==> src/rtl/ramcpld_pkg.sv <==
// Shared definitions for the RAM CPLD refresh logic.
//   ref_state_t  : CBR sequencer state encoding
//   DEF_*        : default interval, backlog limit and CBR cycle counts
//   OWED_W       : width of the refresh backlog counter
//   PHASE_W      : width of the shared RAS_LOW / PRECHARGE phase counter
package ramcpld_pkg;

  typedef enum logic [1:0] {
    ST_IDLE      = 2'd0,
    ST_CAS_SETUP = 2'd1,
    ST_RAS_LOW   = 2'd2,
    ST_PRECHARGE = 2'd3
  } ref_state_t;

  localparam int DEF_REFRESH_INTERVAL = 390;
  localparam int DEF_MAX_OWED         = 8;
  localparam int DEF_URGENT_LEVEL     = 4;
  localparam int DEF_RAS_CYCLES       = 2;
  localparam int DEF_PRECHARGE_CYCLES = 2;

  localparam int OWED_W  = 4;
  localparam int PHASE_W = 4;

endpackage

==> src/rtl/refresh_timer.sv <==
// Wall-clock refresh interval timer.
//   clk    : rising-edge clock
//   rst_n  : asynchronous active-low reset
//   enable : counter runs while high, held at 0 while low
//   tick   : one-cycle pulse in the last cycle of every interval
module refresh_timer #(
  parameter int INTERVAL = 390
) (
  input  logic clk,
  input  logic rst_n,
  input  logic enable,
  output logic tick
);

  localparam int CNT_W = (INTERVAL > 1) ? $clog2(INTERVAL) : 1;
  localparam logic [CNT_W-1:0] LAST = CNT_W'(INTERVAL - 1);

  logic [CNT_W-1:0] count;

  always_ff @(posedge clk or negedge rst_n) begin
    if (!rst_n) begin
      count <= '0;
    end else if (!enable) begin
      count <= '0;
    end else if (count == LAST) begin
      count <= '0;
    end else begin
      count <= count + CNT_W'(1);
    end
  end

  // Decoded from the registered count, so it is clean for internal use.
  assign tick = enable && (count == LAST);

endmodule

==> src/rtl/dram_refresh_sched.sv <==
// CAS-before-RAS refresh scheduler for the FAST RAM DRAM array.
// Keeps a saturating backlog of owed refreshes, requests the bus with
// REF_REQ/REF_GNT and, once granted, plays one complete CBR sequence on
// REF_RAS/REF_CAS.
//   CLKCPU     : clock (rising edge)
//   RESET      : asynchronous active-low reset
//   ENABLE     : refresh interval timer runs while high
//   REF_GNT    : grant from the DRAM controller
//   REF_REQ    : refresh owed and sequencer idle
//   REF_URGENT : backlog at or above URGENT_LEVEL
//   REF_BUSY   : CBR sequence in progress (controller muxes strobes)
//   REF_RAS    : active-low RAS, both banks
//   REF_CAS    : active-low CAS, all byte lanes
//   REF_DONE   : one-cycle pulse in the final precharge cycle
//   OWED       : current backlog
//   OVERRUN    : sticky, a tick was dropped at full backlog
//   fsm_state  : current sequencer state (debug)
//
// Handshake: REF_REQ is a registered level; a sequence starts at the rising
// edge where REF_REQ and REF_GNT are both high. After that edge REF_GNT is
// ignored until the sequencer is back in IDLE; a CBR is never aborted.
//
// All strobe/status outputs are registered, decoded from the next-state
// values, so they change only at clock edges and never glitch.
module dram_refresh_sched
  import ramcpld_pkg::*;
#(
  parameter int REFRESH_INTERVAL = DEF_REFRESH_INTERVAL,
  parameter int MAX_OWED         = DEF_MAX_OWED,
  parameter int URGENT_LEVEL     = DEF_URGENT_LEVEL,
  parameter int RAS_CYCLES       = DEF_RAS_CYCLES,
  parameter int PRECHARGE_CYCLES = DEF_PRECHARGE_CYCLES
) (
  input  logic              CLKCPU,
  input  logic              RESET,
  input  logic              ENABLE,
  input  logic              REF_GNT,
  output logic              REF_REQ,
  output logic              REF_URGENT,
  output logic              REF_BUSY,
  output logic [1:0]        REF_RAS,
  output logic [3:0]        REF_CAS,
  output logic              REF_DONE,
  output logic [OWED_W-1:0] OWED,
  output logic              OVERRUN,
  output ref_state_t        fsm_state
);

  localparam logic [OWED_W-1:0]  OWED_MAX   = OWED_W'(MAX_OWED);
  localparam logic [OWED_W-1:0]  OWED_URG   = OWED_W'(URGENT_LEVEL);
  localparam logic [PHASE_W-1:0] RAS_LAST   = PHASE_W'(RAS_CYCLES - 1);
  localparam logic [PHASE_W-1:0] PRE_LAST   = PHASE_W'(PRECHARGE_CYCLES - 1);

  ref_state_t         state, state_next;
  logic [PHASE_W-1:0] phase, phase_next;
  logic [OWED_W-1:0]  owed_next;
  logic               overrun_next;
  logic               tick;
  logic               cbr_done;

  logic               req_d, urgent_d, busy_d, done_d;
  logic [1:0]         ras_d;
  logic [3:0]         cas_d;

  refresh_timer #(
    .INTERVAL (REFRESH_INTERVAL)
  ) u_timer (
    .clk    (CLKCPU),
    .rst_n  (RESET),
    .enable (ENABLE),
    .tick   (tick)
  );

  // Last precharge cycle: the refresh just performed is retired at its end.
  assign cbr_done = (state == ST_PRECHARGE) && (phase == PRE_LAST);

  // State and output registers.
  always_ff @(posedge CLKCPU or negedge RESET) begin
    if (!RESET) begin
      state      <= ST_IDLE;
      phase      <= '0;
      OWED       <= '0;
      OVERRUN    <= 1'b0;
      REF_REQ    <= 1'b0;
      REF_URGENT <= 1'b0;
      REF_BUSY   <= 1'b0;
      REF_RAS    <= 2'b11;
      REF_CAS    <= 4'hF;
      REF_DONE   <= 1'b0;
    end else begin
      state      <= state_next;
      phase      <= phase_next;
      OWED       <= owed_next;
      OVERRUN    <= overrun_next;
      REF_REQ    <= req_d;
      REF_URGENT <= urgent_d;
      REF_BUSY   <= busy_d;
      REF_RAS    <= ras_d;
      REF_CAS    <= cas_d;
      REF_DONE   <= done_d;
    end
  end

  // Next state. RAS_LOW and PRECHARGE share one phase counter.
  always_comb begin
    state_next = state;
    phase_next = phase;
    case (state)
      ST_IDLE: begin
        if (REF_REQ && REF_GNT) begin
          state_next = ST_CAS_SETUP;
          phase_next = '0;
        end
      end
      ST_CAS_SETUP: begin
        state_next = ST_RAS_LOW;
        phase_next = '0;
      end
      ST_RAS_LOW: begin
        if (phase == RAS_LAST) begin
          state_next = ST_PRECHARGE;
          phase_next = '0;
        end else begin
          phase_next = phase + PHASE_W'(1);
        end
      end
      ST_PRECHARGE: begin
        if (phase == PRE_LAST) begin
          state_next = ST_IDLE;
          phase_next = '0;
        end else begin
          phase_next = phase + PHASE_W'(1);
        end
      end
      default: begin
        state_next = ST_IDLE;
        phase_next = '0;
      end
    endcase
  end

  // Backlog. A tick coinciding with a completion cancels out; a tick at
  // full backlog with no completion is dropped and flagged.
  always_comb begin
    owed_next    = OWED;
    overrun_next = OVERRUN;
    if (tick && !cbr_done) begin
      if (OWED == OWED_MAX) begin
        overrun_next = 1'b1;
      end else begin
        owed_next = OWED + OWED_W'(1);
      end
    end else if (cbr_done && !tick) begin
      if (OWED != '0) begin
        owed_next = OWED - OWED_W'(1);
      end
    end
  end

  // Output decode from next-state values, registered above.
  always_comb begin
    busy_d   = (state_next != ST_IDLE);
    ras_d    = 2'b11;
    cas_d    = 4'hF;
    done_d   = 1'b0;
    req_d    = (owed_next != '0) && (state_next == ST_IDLE);
    urgent_d = (owed_next >= OWED_URG);
    case (state_next)
      ST_CAS_SETUP: begin
        cas_d = 4'h0;
      end
      ST_RAS_LOW: begin
        ras_d = 2'b00;
        cas_d = 4'h0;
      end
      ST_PRECHARGE: begin
        done_d = (phase_next == PRE_LAST);
      end
      default: begin
        ras_d = 2'b11;
      end
    endcase
  end

  assign fsm_state = state;

endmodule

==> config.mk <==
export PLATFORM = sky130hd
export DESIGN_NAME = dram_refresh_sched
export DESIGN_NICKNAME = d
export VERILOG_FILES = /design/src/rtl/ramcpld_pkg.sv /design/src/rtl/refresh_timer.sv /design/src/rtl/dram_refresh_sched.sv
export SDC_FILE = /design/constraint.sdc
export NUM_CORES = 1
export LEC_CHECK = 0
export CAP_MARGIN = 30
export CORE_ASPECT_RATIO = 0.7
export CORE_MARGIN = 8
export CORE_UTILIZATION = 53
export DETAILED_ROUTE_END_ITERATION = 8
export PLACE_DENSITY = 0.75
export SLEW_MARGIN = 20
export SYNTH_ARGS = -nofsm -noshare
export SYNTH_HDL_FRONTEND = slang
export SYNTH_SLANG_ARGS = --single-unit
==> constraint.sdc <==
create_clock -name CLKCPU -period 3.1 [get_ports CLKCPU]
set_clock_uncertainty 0.2 [all_clocks]
set_input_delay 0.31 -clock CLKCPU [delete_from_list [all_inputs] [get_ports CLKCPU]]
set_output_delay 0.31 -clock CLKCPU [all_outputs]
set_load 0.03 [all_outputs]
Yosys cells after proc, flatten, opt, wreduce, memory -nomap -nowiden
Index checks and enable logic that the tools add are counted.
Widths: inputs -> output; s select.
- logic and storage cells: 58
- bits in read-only memories: 0
- RAM bits: 0
- latch bits: 0
- memories kept: 0
- output and inout bits: 17
- register bits after elaboration: 30
- reduce and logical (&&, ||, !) cells: 16
- add/sub/neg operators: 4
- order comparisons: 1
- eq/ne operators: 10
- divide/modulo/power cells: 0
- $mul: 0
- multiplexer cells: 16
- bitwise gates (word level): 0
- shift-type cells: 0
- operators by type and width (cell ; count):
    $mux 4 ; 7
    $mux 9 ; 2
    $pmux 4 s3 ; 1
    $add 9x1->9 const B ; 1
    $eq 9x9->1 const B ; 1
    $add 4x1->4 const B ; 2
    $eq 2x2->1 const B ; 4
    $eq 4x1->1 const B ; 2
    $mux 2 ; 4
    $pmux 2 s4 ; 1
    $reduce_bool 4->1 ; 2
    $logic_and 1x1->1 ; 6
    $eq 2x1->1 const B ; 2
    $eq 4x4->1 const B ; 1
    $ge 4x3->1 const B ; 1
    $logic_not 2->1 ; 2
    $reduce_or 2->1 ; 2
    $sub 4x1->4 const B ; 1
    $logic_not 1->1 ; 2
    $reduce_and 2->1 ; 1
    $reduce_bool 2->1 ; 1
    $mux 1 ; 1

Logic depth before layout (Yosys ltp)
Gate-level depths: netlist of run 1.
- depth after elaboration: 8
- depth in mapped cells: 10
- gate-level depth less buffers: 9

By module
Synthesis of run 1 repeated with hierarchy kept, for this count alone.
- cell total of the unflattened synthesis: 140
- area total of the unflattened synthesis: 1437.6 um2
- modules (own cells, without submodules) (module ; seq. area each (um2) ; area each (um2) ; instances ; cells each):
    dram_refresh_sched ; 427.9 ; 965.9 ; 1 ; 96
    refresh_timer ; 225.2 ; 471.7 ; 1 ; 44

Worst setup path before layout of run 1
Ideal clock, no wire load.
- path type: reg-to-reg
- from: reg phase[1]
- to: reg REF_REQ
- buffers on the path: 2
- slack: 0.539 ns
- required time: 2.752 ns
- stages on the path, launching flop included: 10
- arrival time: 2.213 ns
- clock period less this slack: 2.561 ns
- cell sequence: dfrtp_1 > inv_1 > ha_1 > or3b_1 > buf_6 > or2_1 > buf_6 > mux4_2 > a311oi_2 > a41oi_1
- word-level cells in the longest chain between the ends: 7
- ends and longest elaborated chain (element ; RTL line ; RTL):
    start, declared ; dram_refresh_sched.sv:55 ; logic [PHASE_W-1:0] phase, phase_next;
    start signal, assigned ; dram_refresh_sched.sv:92 ; phase <= phase_next;
    $eq 4x1->1 * ; dram_refresh_sched.sv:75, dram_refresh_sched.sv:120, dram_refresh_sched.sv:128 ;
    $logic_and 1x1->1 ; dram_refresh_sched.sv:75 ; assign cbr_done = (state == ST_PRECHARGE) && (phase == PRE_LAST);
    $logic_and 1x1->1 / $logic_not 1->1 (equally long branches) ; dram_refresh_sched.sv:153, dram_refresh_sched.sv:147 ;
    $mux 4 / $logic_and 1x1->1 (equally long branches) ; dram_refresh_sched.sv:153, dram_refresh_sched.sv:147 ;
    $mux 4 ; dram_refresh_sched.sv:147 ; if (tick && !cbr_done) begin
    $reduce_bool 4->1 ; dram_refresh_sched.sv:166 ; req_d = (owed_next != '0) && (state_next == ST_IDLE);
    $logic_and 1x1->1 * ; dram_refresh_sched.sv:166 ;
    via req_d ; dram_refresh_sched.sv:61 ; logic req_d, urgent_d, busy_d, done_d;
    end signal, assigned ; dram_refresh_sched.sv:95 ; REF_REQ <= req_d;
    end, declared ; dram_refresh_sched.sv:38 ; output logic REF_REQ,
Mark *: on every way through the listed nets, which the timed path passes. The rest lies on a longest branch.
A chain may end at the register's enable or synchronous reset.

Worst setup path after layout of run 1
Same ends and word-level chain as after synthesis.

==> results of run 1 <==
cells by family after synthesis:
family,Yosys count,share of synthesized area [%]
buffers and inverters,23,7.96
multiplexers,3,2.91
AND/OR/NAND/NOR,47,18.0
XOR/XNOR,8,4.79
flip-flops,26,44.7
AO/OA/AOI/OAI,27,14.0
adder cells (fa/ha/maj),9,7.71
power breakdown:
part           switching [W]  total, W  internal, W
Sequential          0.000105  0.000547     0.000442
Clock               0.000108  0.000280     0.000173
Combinational       0.000514  0.000849     0.000336
Total               0.000726   0.00168     0.000950
cell usage after synthesis, types with 2 or more instances:
library cell  number  area (sq um)
dfrtp_1           24           601
inv_1             17          63.8
nor2_1            15          56.3
ha_1               9           113
nand2_1            6          22.5
nand3_1            6          30.0
buf_4              4          30.0
xnor2_1            4          35.0
xor2_1             4          35.0
a31oi_1            3          18.8
o21ai_0            3          15.0
a21oi_1            2          10.0
and3_1             2          12.5
buf_6              2          22.5
dfstp_2            2          52.6
mux2i_1            2          20.0
nor4_1             2          12.5
o22ai_1            2          12.5
o31ai_1            2          15.0
cell type report:
cell class	count	area, sq um
inverter	17	63.8
clock buffer	3	41.3
fill	226	970
clock inverter	1	30.0
tap	36	45.0
timing repair buffer	21	208
multi-input combinational	94	692
sequential	26	653
per-stage QoR:
step / worst slack, ns / power [W]
final: 0.336 / 0.00168
after global routing: 0.229 / 0.00178
after CTS: 0.369 / 0.00168
after detailed placement: 0.387 / 0.00140
after global placement: 0.469 / 0.00138
after floorplan: 0.539 / 0.00114
layer usage:
metal  vias up  GRT usage [%]  wire length (um)
li1        535              -                 -
met1       554           19.4              1510
met2        39           19.6              1300
met3         0           3.90               243
met4         0           1.57                 0
met5         -              0                 0
flip-flops by register name, summed over array words and instances, names as in the netlist, 2 cells and up:
register / flops
u_timer.count: 9
OWED: 4
phase: 4
fsm_state: 2
worst max-delay path, cell delays in order (launching register included):
cell and delay [ns]:
dfrtp_1 0.43, inv_1 0.07, ha_1 0.12, or3b_1 0.48, or2_1 0.36, mux4_2 0.50
a311oi_2 0.29, a41oi_1 0.16
worst max-delay path by stage:
stage | from | endpoint | cells past startpoint
2_1_floorplan | phase[1]$_DFF_PN0_ | REF_REQ$_DFF_PN0_ | 9
3_3_place_gp | phase[1]$_DFF_PN0_ | REF_REQ$_DFF_PN0_ | 7
3_5_place_dp | phase[1]$_DFF_PN0_ | REF_REQ$_DFF_PN0_ | 7
4_1_cts | phase[1]$_DFF_PN0_ | REF_REQ$_DFF_PN0_ | 7
5_1_grt | phase[1]$_DFF_PN0_ | REF_REQ$_DFF_PN0_ | 7
6_report | phase[1]$_DFF_PN0_ | REF_REQ$_DFF_PN0_ | 7
==> impl_metrics.toml, run 1 <==
[cts]
htreeDepth = 1
max-clock-path-buffers = 2
cts_buffers = 3
cts-root-buf = "clkbuf_8"
hold_buffers = 0
cts_resized = 0
clock_sinks = 26
clock_latency_ns = 0.27
postCtsSetupBuffers = 0
cts_tree = "done"
path_clk_slew_ns = 0.09

[finish]
final_cell_mix = "dfrtp_1, clkdlybuf4s50_1, inv_1"
area_growth_syn_to_layout_pct = 18.6
drive_above_1_share_pct = 10.5
fin_cells = 198
fin_nets = 176
final_cell_area_sq_um = 1730
final_core_util_pct = 64.1
mostFrequentLayoutCell = "dfrtp_1"
insertedDiodeCount = 0

[setup_path]
crit_arrival_ns = 2.69
r2r-start = "phase[1]$_DFF_PN0_"
r2r_slack_ns = 0.34
critPathKind = "reg2reg"
worst_ep_required_time_ns = 3.03
r2r-end = "REF_REQ$_DFF_PN0_"
cp-start-kind = "flop"
cp_max_fo = 10
reg2reg_depth = 7
end_kind = "flop"

[logic_synthesis]
synth-edff-count = 0
syn_avg_cell_area_sq_um = 10.2
synthFlopType = "dfrtp_1"
synth_cells = 143
syn-cell-area_sq_um = 1460
synth_nets = 156
async_flop_share_pct = 100
yosysUniqueCellTypes = 51
ys_seq_area_share_pct = 44.7
ys_ff_latch = 26
yosysWarnings = 0

[global_routing]
grt_usage_pct = 13.4
grt_pass1_vias = 1010
antenna_found_initial = 0
grt_pass1_wl_mm = 5.06
grt_max_degree = 27
grt_overflow = 0

[drt]
drt_iter0_drc = 203
drcViolationCount = 0
routedWlPerCell_um = 15.4
viasPerCell = 5.70
ant_nets = 0
wl_mm = 3.06
first_pass_iters = 4
vias = 1128

[timing]
max_slew_margin_pct = 39.2
tightest_slew_ns = 0.900
fin_crit_sh_pct = 89.2
final-hold-violation-count = 0
fmax_mhz = 362
tns_ns = 0
rsz0062_at_grt = "no"
fin_crit_ns = 2.76
worst_hold_slack_ns = 0.190
slew_viol_final = 0
setup_violations = 0

[die]
start_util_pct = 54.1
die-area_sq_um = 4720
die_w_um = 78.8
row_count = 16
fp.dieH_um = 59.9
coreArea_sq_um = 2700
io-pin-count = 21

[place]
dp_cells = 194
port_buffers = 20
place_area_sq_um = 1660
hpwl_mm = 2.34
gp_congestion = 0.899

[min_path]
hp-class = "in2async"

[flow_run]
maxCapViolCount = 0

[status]
outcome = "complete, no violations"

[power_and_ir_drop]
power_density_nw_per_um2 = 968
leakage_nw = 0.801
ir_drop_mv = 0.645
No activity file was read; power rests on OpenSTA's default activity.
==> run 2, diff against run 1 <==
--- a/config.mk
+++ b/config.mk
@@ -5,12 +5,13 @@
 export SDC_FILE = /design/constraint.sdc
 export NUM_CORES = 1
 export LEC_CHECK = 0
+export ABC_AREA = 1
 export CAP_MARGIN = 30
 export CORE_ASPECT_RATIO = 0.7
 export CORE_MARGIN = 8
-export CORE_UTILIZATION = 53
+export CORE_UTILIZATION = 54
 export DETAILED_ROUTE_END_ITERATION = 8
-export PLACE_DENSITY = 0.75
+export PLACE_DENSITY = 0.76
 export SLEW_MARGIN = 20
 export SYNTH_ARGS = -nofsm -noshare
 export SYNTH_HDL_FRONTEND = slang
==> run 2 against run 1 <==
  * Combinational power rose by 8.6%
  * Area after synthesis rose by 4.6%
  * Core utilization rose by 1.0 points
  * Worst setup slack improved by 0.71 ns
  * Critical path depth fell by 6
  * Routed wire length fell by 1.0%
  * Maximum frequency rose by 35%
==> impl_metrics.toml, run 2 <==
[power_and_ir_drop]
power_density_nw_per_um2 = 929
power.total_w = 0.00166
leakage_nw = 0.861
ir_drop_mv = 0.507

[logic_synthesis]
synth_nets = 188
synth-edff-count = 0
async_flop_share_pct = 100
synth_cells = 175
synth_top_area_share_pct = 39.3
ys_ff_latch = 26
ys_seq_area_share_pct = 42.7
syn_avg_cell_area_sq_um = 8.74
syn-cell-area_sq_um = 1530
ys_top_cells_by_count = "nand2_1, inv_1, dfrtp_1, nand3_1, ha_1"
synthTopCellsByArea = "dfrtp_1, nand2_1, ha_1, inv_1, nand3_1"
synth_most_common_cell = "nand2_1"
yosysTopAreaCell = "dfrtp_1"
yosysUniqueCellTypes = 35
yosysWarnings = 0
synthFlopType = "dfrtp_1"

[setup_path]
cp_cell_sequence = "clkdlybuf4s50_1"
critPathKind = "reg2out"
end_kind = "output pin"
crit_arrival_ns = 1.54
worst_ep_required_time_ns = 2.59
cp_top_family = "buffers and inverters"
r2r-end = "REF_DONE$_DFF_PN0_"
r2r_slack_ns = 1.11
cp_max_fo = 8
r2r-start = "phase[1]$_DFF_PN0_"
slowest_stage = "clkdlybuf4s50_1"
critPathBufInv = 1
crit_path_max_incr_delay_ns = 0.75
cp-start-kind = "flop"
reg2reg_depth = 11

[finish]
num-fill-cells = 226
largest_reg_flops = 9
insertedDiodeCount = 0
final_cell_area_sq_um = 1790
regMostFlops = "u_timer.count"
mostFrequentLayoutCell = "nand2_1"
area_growth_syn_to_layout_pct = 16.9
largestRegisters = "u_timer.count (9), OWED (4), phase (4)"
final_cell_mix = "nand2_1, inv_1, dfrtp_1"
drive_above_1_share_pct = 17.5
fin_nets = 208

[timing]
tns_ns = 0
max_slew_margin_pct = 67.5
fin_crit_sh_pct = 66.1
setup_violations = 0
fmax_mhz = 488
tightest_slew_ns = 0.486
slew_viol_final = 0
rsz0062_at_grt = "no"
fin_crit_ns = 2.05
final-hold-violation-count = 0
setup_ws_ns = 1.05
worst_hold_slack_ns = 0.163

[cts]
cts_tree = "done"
cts-root-buf = "clkbuf_8"
clock_latency_ns = 0.27
path_clk_slew_ns = 0.09
postCtsSetupBuffers = 0
max-clock-path-buffers = 2
htreeDepth = 1
cts_buffers = 3
hold_buffers = 0
cts_resized = 0
clock_sinks = 26

[place]
pre_cts_slack_ns = 1.12
place_area_sq_um = 1740
port_buffers = 20
gp_congestion = 0.836
hpwl_mm = 2.46

[die]
fp.dieH_um = 60.5
die-area_sq_um = 4820
io-pin-count = 21
coreArea_sq_um = 2740
die_w_um = 79.6
start_util_pct = 55.7
row_count = 16

[global_routing]
grt_max_degree = 17
grt_pass1_vias = 1130
grt_overflow = 0
grt_pass1_wl_mm = 4.97
antenna_found_initial = 0
grt_usage_pct = 12.9

[drt]
wl_mm = 3.02
vias = 1206
ant_nets = 0
drt_iter0_drc = 34
drcViolationCount = 0
viasPerCell = 5.24
first_pass_iters = 4
routedWlPerCell_um = 13.1

[flow_run]
maxCapViolCount = 0

[min_path]
hp-class = "in2async"

[status]
outcome = "complete, no violations"
==> run 2: changes by cell type after synthesis, moves of 5 or more <==
cell,previous run,this run
nand2_1,6,31
inv_1,17,25
nor2_1,15,7
nand2_2,1,8
nand3_1,6,13
inv_2,0,5
==> run 2: how the worst max path moves through the flow <==
stage                                  start            endpoint  slack, ns  cells past startpoint
after floorplan            OWED[0]$_DFF_PN0_   REF_REQ$_DFF_PN0_       1.19                     11
after global placement    phase[1]$_DFF_PN0_  REF_DONE$_DFF_PN0_       1.13                     11
after detailed placement  phase[1]$_DFF_PN0_  REF_DONE$_DFF_PN0_       1.12                     11
after CTS                  OWED[2]$_DFF_PN0_             OWED[2]       1.05                      1
after global routing      phase[1]$_DFF_PN0_  REF_DONE$_DFF_PN0_       0.96                     11
final                      OWED[2]$_DFF_PN0_             OWED[2]       1.05                      1
==> run 2: per-layer routing <==
layer	vias up	GRT usage [%]	part of all wire [%]
met3	2	4.29	7.9
met4	0	1.57	0.13
met2	47	22.6	49
li1	586	-	-
met5	-	0	0
met1	571	15.6	43
==> run 2: final cells by class <==
cell class	instances	area (sq um)	share of cell area, %
inverter	31	119	6.65
clock buffer	4	45.0	2.52
multi-input combinational	112	717	40.1
timing repair buffer	21	208	11.6
tap	36	45.0	2.52
sequential	26	653	36.6
==> run 2: cells by family after synthesis <==
| kind of cell | Yosys count | share of synthesized area (%) |
|---|---|---|
| AND/OR/NAND/NOR | 85 | 31.4 |
| adder cells (fa/ha/maj) | 9 | 7.37 |
| flip-flops | 26 | 42.7 |
| AO/OA/AOI/OAI | 13 | 5.24 |
| XOR/XNOR | 5 | 2.86 |
| buffers and inverters | 37 | 10.4 |
==> run 2: per-stage QoR <==
step / instances / util (%)
3_3_place_gp: 226 / 63.5
3_5_place_dp: 226 / 63.5
5_1_grt: 230 / 65.1
4_1_cts: 230 / 65.1
6_report: 230 / 65.1
2_1_floorplan: 175 / -
==> run 2: where the power goes <==
| group | leakage [nW] | total [W] | internal, W | switching (W) |
|---|---|---|---|---|
| Sequential | 0.325 | 0.000545 | 0.000444 | 0.000101 |
| Combinational | 0.514 | 0.000922 | 0.000348 | 0.000574 |
| Clock | 0.0228 | 0.000192 | 0.0000918 | 0.000100 |
| Total | 0.861 | 0.00166 | 0.000884 | 0.000776 |
==> run 3, diff against run 2 <==
--- a/config.mk
+++ b/config.mk
@@ -9,9 +9,9 @@
 export CAP_MARGIN = 30
 export CORE_ASPECT_RATIO = 0.7
 export CORE_MARGIN = 8
-export CORE_UTILIZATION = 54
+export CORE_UTILIZATION = 49
 export DETAILED_ROUTE_END_ITERATION = 8
-export PLACE_DENSITY = 0.76
+export PLACE_DENSITY = 0.72
 export SLEW_MARGIN = 20
 export SYNTH_ARGS = -nofsm -noshare
 export SYNTH_HDL_FRONTEND = slang
==> constraint.sdc (replaced) <==
create_clock -name CLKCPU -period 1.65 [get_ports CLKCPU]
set_clock_uncertainty 0.2 [all_clocks]
set_input_delay 0.165 -clock CLKCPU [delete_from_list [all_inputs] [get_ports CLKCPU]]
set_output_delay 0.165 -clock CLKCPU [all_outputs]
set_load 0.03 [all_outputs]
==> run 3 against run 2 <==
  * The run now ends with negative setup slack left
  * Sequential power increased by 78%
  * Via count grew 9.3%
  * Non-clock buffer count rose by 35
  * Hold slack got worse by 0.11 ns
  * Combinational power rose to 2.7 times the previous value
  * Count of clock-buffer cells in the layout unchanged
  * Die area increased by 7.8%
  * Routed wire length is 21% higher
  * Clock power rose by 120%
  * Critical endpoint is now REF_DONE$_DFF_PN0_
  * Largest power group unchanged
==> impl_metrics.toml, run 3 (same netlist as run 2, synthesis figures left out) <==
[cts]
clock_latency_ns = 0.27
max-clock-path-buffers = 2
path_clk_slew_ns = 0.09
htreeDepth = 1
cts_buffers = 3
clock_sinks = 26
cts_tree = "done"
cts-root-buf = "clkbuf_8"
hold_buffers = 0

[die]
row_count = 17
start_util_pct = 49.9
fp.dieH_um = 62.7
io-pin-count = 21
coreArea_sq_um = 3060
die-area_sq_um = 5190
die_w_um = 82.8

[status]
outcome = "finished, violations left"
violations = "negative setup slack"

[timing]
rsz0062_at_grt = "yes"
final-hold-violation-count = 0
worst_hold_slack_ns = 0.0525
slew_viol_final = 0
fin_crit_ns = 1.84
fin_crit_sh_pct = 111
setup_ws_ns = -0.185
setup_violations = 9
max_slew_margin_pct = 77.9
fmax_mhz = 545
tightest_slew_ns = 0.331

[drt]
wl_met1_mm = 1.52
vias = 1318
dr_wl_met2_mm = 1.90
drt_iter0_drc = 48
drcViolationCount = 0
ant_nets = 0
routedWlPerCell_um = 13.7
first_pass_iters = 4
wl_mm = 3.66
viasPerCell = 4.94
wl_met3_um = 203
highest_layer = "met4"

[finish]
final_cell_mix = "buf_4, nand2_1, dfrtp_1"
regMostFlops = "u_timer.count"
mostFrequentLayoutCell = "buf_4"
num-fill-cells = 215
final_cell_area_sq_um = 2220
drive_above_1_share_pct = 45.0
area_growth_syn_to_layout_pct = 45.3
largest_reg_flops = 9
fin_nets = 243
insertedDiodeCount = 0
largestRegisters = "u_timer.count (9), OWED (4), phase (4)"

[power_and_ir_drop]
leakage_nw = 1.08
ir_drop_mv = 0.960
power_density_nw_per_um2 = 1730

[place]
pre_cts_slack_ns = -0.218
port_buffers = 20
hpwl_mm = 2.63
place_area_sq_um = 2010
gp_congestion = 1.12

[setup_path]
reg2reg_depth = 11
r2r_slack_ns = -0.19
r2r-end = "REF_DONE$_DFF_PN0_"
crit_arrival_ns = 1.79
end_kind = "flop"
startpoint = "phase[1]$_DFF_PN0_"
r2r-start = "phase[1]$_DFF_PN0_"
cp_max_fo = 3
worst_ep_required_time_ns = 1.60
critPathKind = "reg2reg"
cp-start-kind = "flop"

[global_routing]
grt_overflow = 0
grt_usage_pct = 14.5
grt_max_degree = 27
antenna_found_initial = 0
grt_pass1_vias = 1349
grt_pass1_wl_mm = 5.98

[flow_run]
maxCapViolCount = 0

[min_path]
hp-class = "in2async"
## run 3: cell types whose count changed in the layout (fill, tap and decap cells not counted), moves of 5 or more
cell             delta
ha_4                +5
buf_4              +32
inv_2               +7
ha_1                -7
inv_1               -7
dlygate4sd2_1      +15
clkdlybuf4s50_1    -17
## run 3: metrics by stage
| stage | power (W) | cells | TNS, ns | util, % |
|---|---|---|---|---|
| CTS | 0.00371 | 265 | -0.598 | 69.8 |
| floorplan | 0.00234 | 175 | -0.228 | - |
| detailed placement | 0.00321 | 258 | -0.899 | 65.6 |
| global placement | 0.00314 | 258 | -0.431 | 65.6 |
| global route | 0.00412 | 267 | -1.83 | 72.5 |
| finish | 0.00384 | 267 | -0.824 | 72.5 |
## run 3: worst max path at each step
| stage | to |
|---|---|
| 2_1_floorplan | REF_DONE$_DFF_PN0_ |
| 3_3_place_gp | REF_DONE$_DFF_PN0_ |
| 3_5_place_dp | REF_DONE$_DFF_PN0_ |
| 4_1_cts | REF_DONE$_DFF_PN0_ |
| 5_1_grt | REF_DONE$_DFF_PN0_ |
| 6_report | REF_DONE$_DFF_PN0_ |
## run 3: critical path, cell delays in order, from the launching register on
cell and delay, ns:
dfrtp_1 0.41, inv_2 0.09, ha_4 0.14, nand3_4 0.08, nand2_2 0.09, inv_2 0.03
or2_1 0.23, o21ai_2 0.10, inv_2 0.08, ha_4 0.16, nand2_2 0.07, nor4_2 0.04
## run 3: cell type report
cell class	instances	area, sq um	share of cell area (%)
inverters	31	119	5.35
repair buffers	56	477	21.5
multi-input cells	112	866	39.0
clock buffers	4	55.1	2.48
flip-flops and latches	26	658	29.6
well taps	38	47.5	2.14
## run 3: report_power, final
group	internal [W]	switching [W]	leakage [nW]
registers	0.000842	0.000130	0.321
logic	0.00103	0.00143	0.734
clock network	0.000213	0.000199	0.0288
## run 3: metal layers
| layer | GRT usage [%] | vias up |
|---|---|---|
| met5 | 0 | - |
| met4 | 4.72 | 0 |
| met3 | 4.17 | 9 |
| met2 | 24.0 | 34 |
| met1 | 17.4 | 620 |
| li1 | - | 655 |
## run 3: what timing repair did
action,CTS,global route
pin swaps,6,15
setup buffers,3,2
resized for setup,32,16
setup endpoints to repair,28,21
